==> src/rtl/imem_loader.sv <==
// rtl/imem_loader.sv - length-prefixed byte-stream programmer for the instruction memory write port
module imem_loader #(
  parameter int PC_SIZE   = 10,
  parameter int PC_STEP   = 4,
  parameter int MAX_WORDS = 256
) (
  input  logic               clock,
  input  logic               reset,
  input  logic               start,
  input  logic [7:0]         byte_in,
  input  logic               byte_valid,
  output logic               byte_ready,
  output logic               rw,
  output logic [PC_SIZE-1:0] PC_write,
  output logic [31:0]        instruction_in,
  output logic               reset_IF_memory,
  output logic               cpu_hold,
  output logic               busy,
  output logic               done,
  output logic               error
);

  localparam int CW = $clog2(MAX_WORDS + 1);
  localparam logic [16:0] LP_MAX = 17'(MAX_WORDS);

  localparam logic [2:0] S_IDLE   = 3'd0;
  localparam logic [2:0] S_CLEAR  = 3'd1;
  localparam logic [2:0] S_LEN_LO = 3'd2;
  localparam logic [2:0] S_LEN_HI = 3'd3;
  localparam logic [2:0] S_BYTE   = 3'd4;
  localparam logic [2:0] S_WRITE  = 3'd5;
  localparam logic [2:0] S_DONE   = 3'd6;

  logic [2:0]         r_state;
  logic [7:0]         r_len_lo;
  logic [CW-1:0]      r_remaining;
  logic [1:0]         r_idx;
  logic [23:0]        r_word;
  logic [PC_SIZE-1:0] r_addr;
  logic [PC_SIZE-1:0] r_pc_write;
  logic [31:0]        r_instr;
  logic               r_error;
  logic               w_xfer;
  logic [15:0]        w_len;

  assign byte_ready      = (r_state == S_LEN_LO) || (r_state == S_LEN_HI) || (r_state == S_BYTE);
  assign w_xfer          = byte_ready && byte_valid;
  assign w_len           = {byte_in, r_len_lo};
  assign rw              = (r_state == S_WRITE);
  assign reset_IF_memory = (r_state == S_CLEAR);
  assign cpu_hold        = (r_state != S_IDLE);
  assign busy            = (r_state != S_IDLE);
  assign done            = (r_state == S_DONE);
  assign error           = r_error;
  assign PC_write        = r_pc_write;
  assign instruction_in  = r_instr;

  always_ff @(posedge clock) begin
    if (!reset) begin
      r_state     <= S_IDLE;
      r_len_lo    <= '0;
      r_remaining <= '0;
      r_idx       <= '0;
      r_word      <= '0;
      r_addr      <= '0;
      r_pc_write  <= '0;
      r_instr     <= '0;
      r_error     <= 1'b0;
    end else begin
      case (r_state)
        S_IDLE: begin
          if (start) begin
            r_state <= S_CLEAR;
            r_error <= 1'b0;
            r_addr  <= '0;
          end
        end
        S_CLEAR: r_state <= S_LEN_LO;
        S_LEN_LO: begin
          if (w_xfer) begin
            r_len_lo <= byte_in;
            r_state  <= S_LEN_HI;
          end
        end
        S_LEN_HI: begin
          if (w_xfer) begin
            if (w_len == 16'd0) begin
              r_state <= S_DONE;
            end else if ({1'b0, w_len} > LP_MAX) begin
              r_error <= 1'b1;
              r_state <= S_DONE;
            end else begin
              r_remaining <= w_len[CW-1:0];
              r_idx       <= 2'd0;
              r_state     <= S_BYTE;
            end
          end
        end
        S_BYTE: begin
          if (w_xfer) begin
            r_idx <= r_idx + 2'd1;
            // Output registers load here so they are valid exactly on the WRITE cycle
            case (r_idx)
              2'd0: r_word[7:0]   <= byte_in;
              2'd1: r_word[15:8]  <= byte_in;
              2'd2: r_word[23:16] <= byte_in;
              2'd3: begin
                r_pc_write <= r_addr;
                r_instr    <= {byte_in, r_word};
                r_state    <= S_WRITE;
              end
              default: r_state <= S_IDLE;
            endcase
          end
        end
        S_WRITE: begin
          r_addr      <= r_addr + PC_SIZE'(PC_STEP);
          r_remaining <= r_remaining - CW'(1);
          r_idx       <= 2'd0;
          r_state     <= (r_remaining == CW'(1)) ? S_DONE : S_BYTE;
        end
        S_DONE:  r_state <= S_IDLE;
        default: r_state <= S_IDLE;
      endcase
    end
  end

endmodule

==> config.mk <==
export PLATFORM = sky130hd
export DESIGN_NAME = imem_loader
export DESIGN_NICKNAME = d
export VERILOG_FILES = /design/src/rtl/imem_loader.sv
export SDC_FILE = /design/constraint.sdc
export NUM_CORES = 1
export LEC_CHECK = 0
export CORE_AREA = 2 2 97 99
export CTS_CLUSTER_DIAMETER = 80
export DETAILED_ROUTE_END_ITERATION = 16
export DIE_AREA = 0 0 99 101
export PLACE_DENSITY = 0.86
export RECOVER_POWER = 50
export SYNTH_ARGS = -nofsm -noshare
export SYNTH_HDL_FRONTEND = slang
export SYNTH_SLANG_ARGS = --single-unit
==> constraint.sdc <==
create_clock -name clock -period 1.5 [get_ports clock]
set_input_delay 0.15 -clock clock [delete_from_list [all_inputs] [get_ports clock]]
set_output_delay 0.15 -clock clock [all_outputs]
set_load 0.005 [all_outputs]
==> results of run 1 <==
==> flip-flops by register name, summed over array words and instances, names as in the netlist <==
signal	cells
instruction_in	32
r_word	24
r_remaining	9
PC_write	8
r_addr	8
r_len_lo	8
r_state	3
r_idx	2
error	1
==> worst max-delay path, stage by stage, from the launching register on <==
cell and delay, ps:
dfxtp_2 350, buf_6 120, and2b_2 270, nand2_1 120, a31o_4 250, buf_6 130, and4bb_1 200, o31a_1 290
==> where the power goes <==
| group | switching [W] | internal, W |
|---|---|---|
| clock network | 0.00104 | 0.000644 |
| logic | 0.000233 | 0.000251 |
| registers | 0.0000119 | 0.00253 |
| total | 0.00128 | 0.00343 |
==> what timing repair did <==
action / CTS / global route
pin swaps: 20 / 35
gates cloned: 3 / 7
setup endpoints to repair: 86 / 98
resized for setup: 91 / 148
setup buffers: 22 / 12
==> metal layers <==
metal  GRT usage, %  up-vias  share of wire, %
met1           29.9     2196                37
met4           11.0        0               5.0
met2           43.9      278                51
met3           4.51       78               6.8
li1               -     2017                 -
met5              0        -                 0
==> placed cells by master, fill, tap and decap left out, types with 7 or more instances in the layout <==
cell type and n:
buf_12 9, nand2_4 12, buf_6 32, nand3_1 27
a31oi_1 7, nand3_2 9, dlygate4sd3_1 19, o21ai_0 7
clkdlybuf4s50_1 28, dfxtp_1 88, a21boi_0 7, a21boi_2 13
ha_1 7, buf_4 49, a31o_1 7, a21boi_1 54
nand2_2 19, clkbuf_8 9, nand2_1 129
==> stage by stage <==
stage	hold WS, ps	setup TNS, ps
5_1_grt	177	-10690
2_1_floorplan	295	-431
4_1_cts	195	-3580
6_report	192	-6730
3_3_place_gp	441	-15300
3_5_place_dp	453	-17450
==> logic make-up after synthesis <==
group	count (synthesis)
multiplexers	5
buffers and inverters	43
XOR/XNOR	1
flip-flops	95
AO/OA/AOI/OAI	126
adder cells (fa/ha/maj)	7
AND/OR/NAND/NOR	237
other	1
==> area by class of cell <==
class | count | area (um^2) | area share (%)
tap | 111 | 139 | 2.18
multi-input combinational | 378 | 2540 | 39.8
clock inverter | 7 | 67.6 | 1.06
inverter | 5 | 18.8 | 0.294
timing repair buffer | 153 | 1580 | 24.8
clock buffer | 9 | 124 | 1.94
sequential | 95 | 1910 | 30.0
==> path summary, 6_finish.rpt <==
path | end | start | slack, ps
max | r_remaining[0] | r_state[2] | -350
min | instruction_in[31] | byte_in[7] | 190
max reg2reg | r_remaining[0] | r_state[2] | -350
min reg2reg | PC_write[6] | PC_write[6] | 450
==> metrics, run 1 <==
initial core utilization 47.4%; Slew Limit Fails 0; worst r2r path cells 7; Fmax achieved 542 MHz; Core Util, Final 71.1%; min setup slack post-route -346 ps; Initial DRC Count 370; routed vias/inst 6.03; mux contribution to synthesized area 1.18%; worst-skew pair later-pin latency 370 ps; total number of yosys warnings 0; clock-pin transition on the worst setup and hold timing paths 110 ps; layout net count 661; Root Driver clkbuf_8; via count 4569; ANT nets after route 0; Yosys top cell area share 44.7%; die area 0.0100 mm^2; Yosys top cell by area dfxtp_1; antenna cells 0; xor/xnor share of the synthesized area 0.206%; total gr overflow 0; Syn Area/Cell 8.26 um^2; Post-Layout Cell Count 758; wire per inst 19.6 um; VDD IR max 511 uV; kind of critical path reg2reg; EDFF count, synth 0; fraction of layout cells with a size suffix above 1 32.8%; Design Area, Final 0.00638 mm^2; complex-gate fraction of the synthesized area 22.3%; # setup viols final 76; Max-Cap Viols 0; CP max FO 5; largest family of logic cells by synthesized area simple AND/OR/NAND/NOR gates; arrival time worst endpoint 2100 ps; core box area 0.00898 mm^2; Crit. End Element register; IO Count 61; CTS Buffer Depth 2; H-tree depth 3; CTS Sinks 95; DRC 0; Area Growth Syn to Fin 50.1%; Tcrit/Tclk final 123%; vias in the first global route 4220; IO Port Bufs 58; Pre-antenna DRT Iters 6; top-count cell post-synth nand2_1; Setup crit start kind register; placed cell count 705; placed cell area 0.00534 mm^2; Hold Path Class in2reg; RSZ-0062 raised after global routing true; Simple-Gate Fraction of Synth Area 24.4%; pwr dens 738 mW/mm^2; Die Wd 99 um; ranking of synthesized cells by area dfxtp_1 45%, nand2_1 14%, a21boi_0 12%; crit path time final 1850 ps; CTS tree done; Seq/Total Area, Yosys 44.7%; Hold Violations, Final 0; largest net degree at the start of global routing 62; synthesized-area fraction occupied by adder cells 2.06%; Hold Path Depth 4; Final GP Congestion 0.898; antenna violations before repair 0; WP data required 1760 ps; Place WS -746 ps; Post-DP HPWL 7450 um; first-pass GRT wire length 20100 um; Total Power 0.00471 W; ys flop type dfxtp_1; #FFs+latches synth 95; Die Ht 101 um; hold_buf cts 0; synth unique cells 52; Tot GR Track Use 25.0%; FFs w/ async S/R, synth 0%; fillers 560; status complete, but fails checks; final WL 14900 um; TritonCTS buffer count 9; Pleak 2.60 nW; Gate Count Post-Synth 515; Clock Skews 10.0 ps; failing checks setup timing; Post-synth top cells 160 x nand2_1, 95 x dfxtp_1, 68 x a21boi_0, 37 x nand3_1, 23 x clkbuf_1; synthesized area 0.00425 mm^2; Rows 35
No activity file was read; power rests on OpenSTA's default activity.
==> inputs of run 2 (changes only) <==
--- a/config.mk
+++ b/config.mk
@@ -5,11 +5,11 @@
 export SDC_FILE = /design/constraint.sdc
 export NUM_CORES = 1
 export LEC_CHECK = 0
-export CORE_AREA = 2 2 97 99
+export CORE_AREA = 2 2 123 125
 export CTS_CLUSTER_DIAMETER = 80
 export DETAILED_ROUTE_END_ITERATION = 16
-export DIE_AREA = 0 0 99 101
-export PLACE_DENSITY = 0.86
+export DIE_AREA = 0 0 125 127
+export PLACE_DENSITY = 0.62
 export RECOVER_POWER = 50
 export SYNTH_ARGS = -nofsm -noshare
 export SYNTH_HDL_FRONTEND = slang
==> run 2 against run 1 <==
Effect of this change:
- the flow still finishes with violations (setup timing)
- non-clock buffer count up 1
- critical path type unchanged
- critical path depth fell by 1
- first-iteration DRC count shrank 46%
- count of clock-buffer cells in the layout increased by 2
- utilization is 26 points lower
- critical endpoint unchanged
==> metrics, run 2 (synthesis results as in run 1) <==
status complete, but fails checks; failing checks setup timing; min setup slack post-route -170 ps (+176 ps); hold endpoint instruction_in[28]; Root Driver clkbuf_16; Reg area 0.00192 mm^2 (+0.33%); IO Count 61 (unchanged); WP data required 1730 ps (-30 ps); Fmax achieved 599 MHz (+11%); CTS tree done; via count 4030 (-12%); slowest stage delay, CP 330 ps (-20 ps); pwr dens 873 mW/mm^2 (+18%); TritonCTS buffer count 9 (unchanged); leading cell type in the layout, fill and taps excluded nand2_1; initial core utilization 29.5% (-18 points); Pleak 2.58 nW (-0.53%); Hold Violations, Final 0 (unchanged); H-tree depth 3 (unchanged); worst r2r path cells 6 (-1); Met2 Routed Length 5980 um (-21%); Tot GR Track Use 14.8% (-10 points); vias in the first global route 3908 (-7.4%); Final GP Congestion 0.785 (-13%); VDD IR max 581 uV (+14%); met1 WL 5310 um (-4.3%); DR WL met3 760 um (-25%); clock-pin transition on the worst setup and hold timing paths 60 ps (-50 ps); first-pass GRT wire length 19200 um (-4.3%); Crit. End Element register; Initial DRC Count 200 (-46%); ANT nets after route 0 (unchanged); Area Growth Syn to Fin 51.5%; final WL 12200 um (-18%); CP max FO 4 (-1); Crit-path slowest cell dfxtp_2; fillers 1423 (+150%); layout net count 662 (+0.15%); Die Ht 127 um (+26%); antenna cells 0 (unchanged); Worst R2R Setup Slack -170 ps (+180 ps); setup_tns -1850 ps (+4880 ps); Die Wd 125 um (+26%); antenna violations before repair 0 (unchanged); CTS Buffer Depth 2 (unchanged); Largest register FFs 32 (unchanged); Hold Path Class in2reg; largest net degree at the start of global routing 40 (-35%); worst hold path startpoint reset; arrival time worst endpoint 1900 ps (-200 ps); fraction of layout cells with a size suffix above 1 28.4% (-4.4 points); Setup crit start kind register; area of the multi-input gates 0.00242 mm^2 (-4.6%); worst r2r dst r_remaining[0]; worst-skew pair later-pin latency 340 ps (-30 ps); kind of critical path reg2reg; CTS Sinks 95 (unchanged); worst path cell trace nor4_4 -> nand3b_1 -> a31o_4 -> buf_6 -> and4bb_1 -> o31a_1; core box area 0.0144 mm^2 (+61%); most frequent cells in the layout 153 x nand2_1, 85 x dfxtp_1, 66 x buf_4; top sig layer met4; IO Port Bufs 58 (unchanged); wire per inst 14.6 um (-26%); DRC 0 (unchanged); Rows 44 (+26%); RSZ-0062 raised after global routing true; die area 0.0159 mm^2 (+59%); Slew Limit Fails 0 (unchanged); # setup viols final 36 (-53%); Post-DP HPWL 8050 um (+8.1%); Core Util, Final 44.7% (-26 points); Pre-antenna DRT Iters 4 (-2); routed vias/inst 4.84 (-20%); Tcrit/Tclk final 111% (-12 points); Clock Skews 6.47 ps (-3.56 ps); Hold Path Depth 2 (-2); total gr overflow 0 (unchanged); Max-Cap Viols 0 (unchanged); crit path time final 1670 ps (-176 ps); worst r2r src r_len_lo[0]
run 2: cell count changes in the layout (fill, tap and decap cells not counted), moves of 7 or more:
cell | previous run | this run
a21boi_0 | 7 | 31
a21boi_1 | 54 | 39
a21boi_2 | 13 | 4
buf_4 | 49 | 66
buf_6 | 32 | 19
clkbuf_8 | 9 | 1
clkdlybuf4s50_1 | 28 | 8
dlygate4sd3_1 | 19 | 39
nand2_1 | 129 | 153
nand2_2 | 19 | 3
nand2_4 | 12 | 4
nand3_2 | 9 | 16
run 2: through the flow:
| stage | total power (W) | instances | area (um^2) | hold slack (ps) | worst slack (ps) |
|---|---|---|---|---|---|
| 3_5_place_dp | 0.00298 | 788 | 5480 | 447 | -707 |
| 3_3_place_gp | 0.00298 | 788 | 5480 | 450 | -652 |
| 5_1_grt | 0.00584 | 832 | 6440 | 189 | -248 |
| 2_1_floorplan | 0.00279 | 516 | 4310 | 295 | -77.8 |
| 4_1_cts | 0.00563 | 819 | 6120 | 177 | -184 |
| 6_report | 0.00563 | 832 | 6440 | 186 | -170 |
run 2: worst max path at each step:
stage | cells past startpoint | start | slack [ps] | end
6_report | 6 | r_len_lo[0] | -170 | r_remaining[0]
5_1_grt | 6 | r_len_lo[0] | -250 | r_remaining[0]
4_1_cts | 6 | r_len_lo[3] | -180 | r_remaining[0]
3_5_place_dp | 6 | byte_in[4] | -710 | r_remaining[1]
3_3_place_gp | 6 | byte_in[7] | -650 | r_remaining[1]
2_1_floorplan | 6 | byte_in[4] | -80 | r_idx[0]
run 2: power breakdown:
group / switching (W) / internal, W / leakage, nW
Sequential: 0.0000140 / 0.00253 / 0.771
Clock: 0.000957 / 0.00168 / 0.170
Combinational: 0.000205 / 0.000239 / 1.64
Total: 0.00118 / 0.00445 / 2.58
run 2: final cells by class:
cell class,instances,share of cell area [%]
Timing Repair Buffer,154,23.3
Inverter,5,0.291
Sequential cell,95,29.8
Multi-Input combinational cell,378,37.6
Clock buffer,11,3.77
Clock inverter,5,1.61
Tap cell,184,3.57
run 2: repair_timing:
action | in CTS | in global routing
endpoints found under the setup margin | 87 | 88
setup buffers | 13 | 11
gates resized for setup | 84 | 78
pin swaps | 19 | 40
cloned | 2 | 4
hold buffers | 0 | 0
run 2: routing by layer:
metal	global-route usage, %	vias up
li1	-	2017
met1	19.3	1913
met2	25.3	87
met3	3.52	13
met4	3.01	0
met5	0	-
run 2: worst max-delay path, delay by kind of cell, from the launching register on:
family          cells  cell delay, ps
simple gates        3             620
buf+inv             1             120
compound gates      2             490
flops               1             330
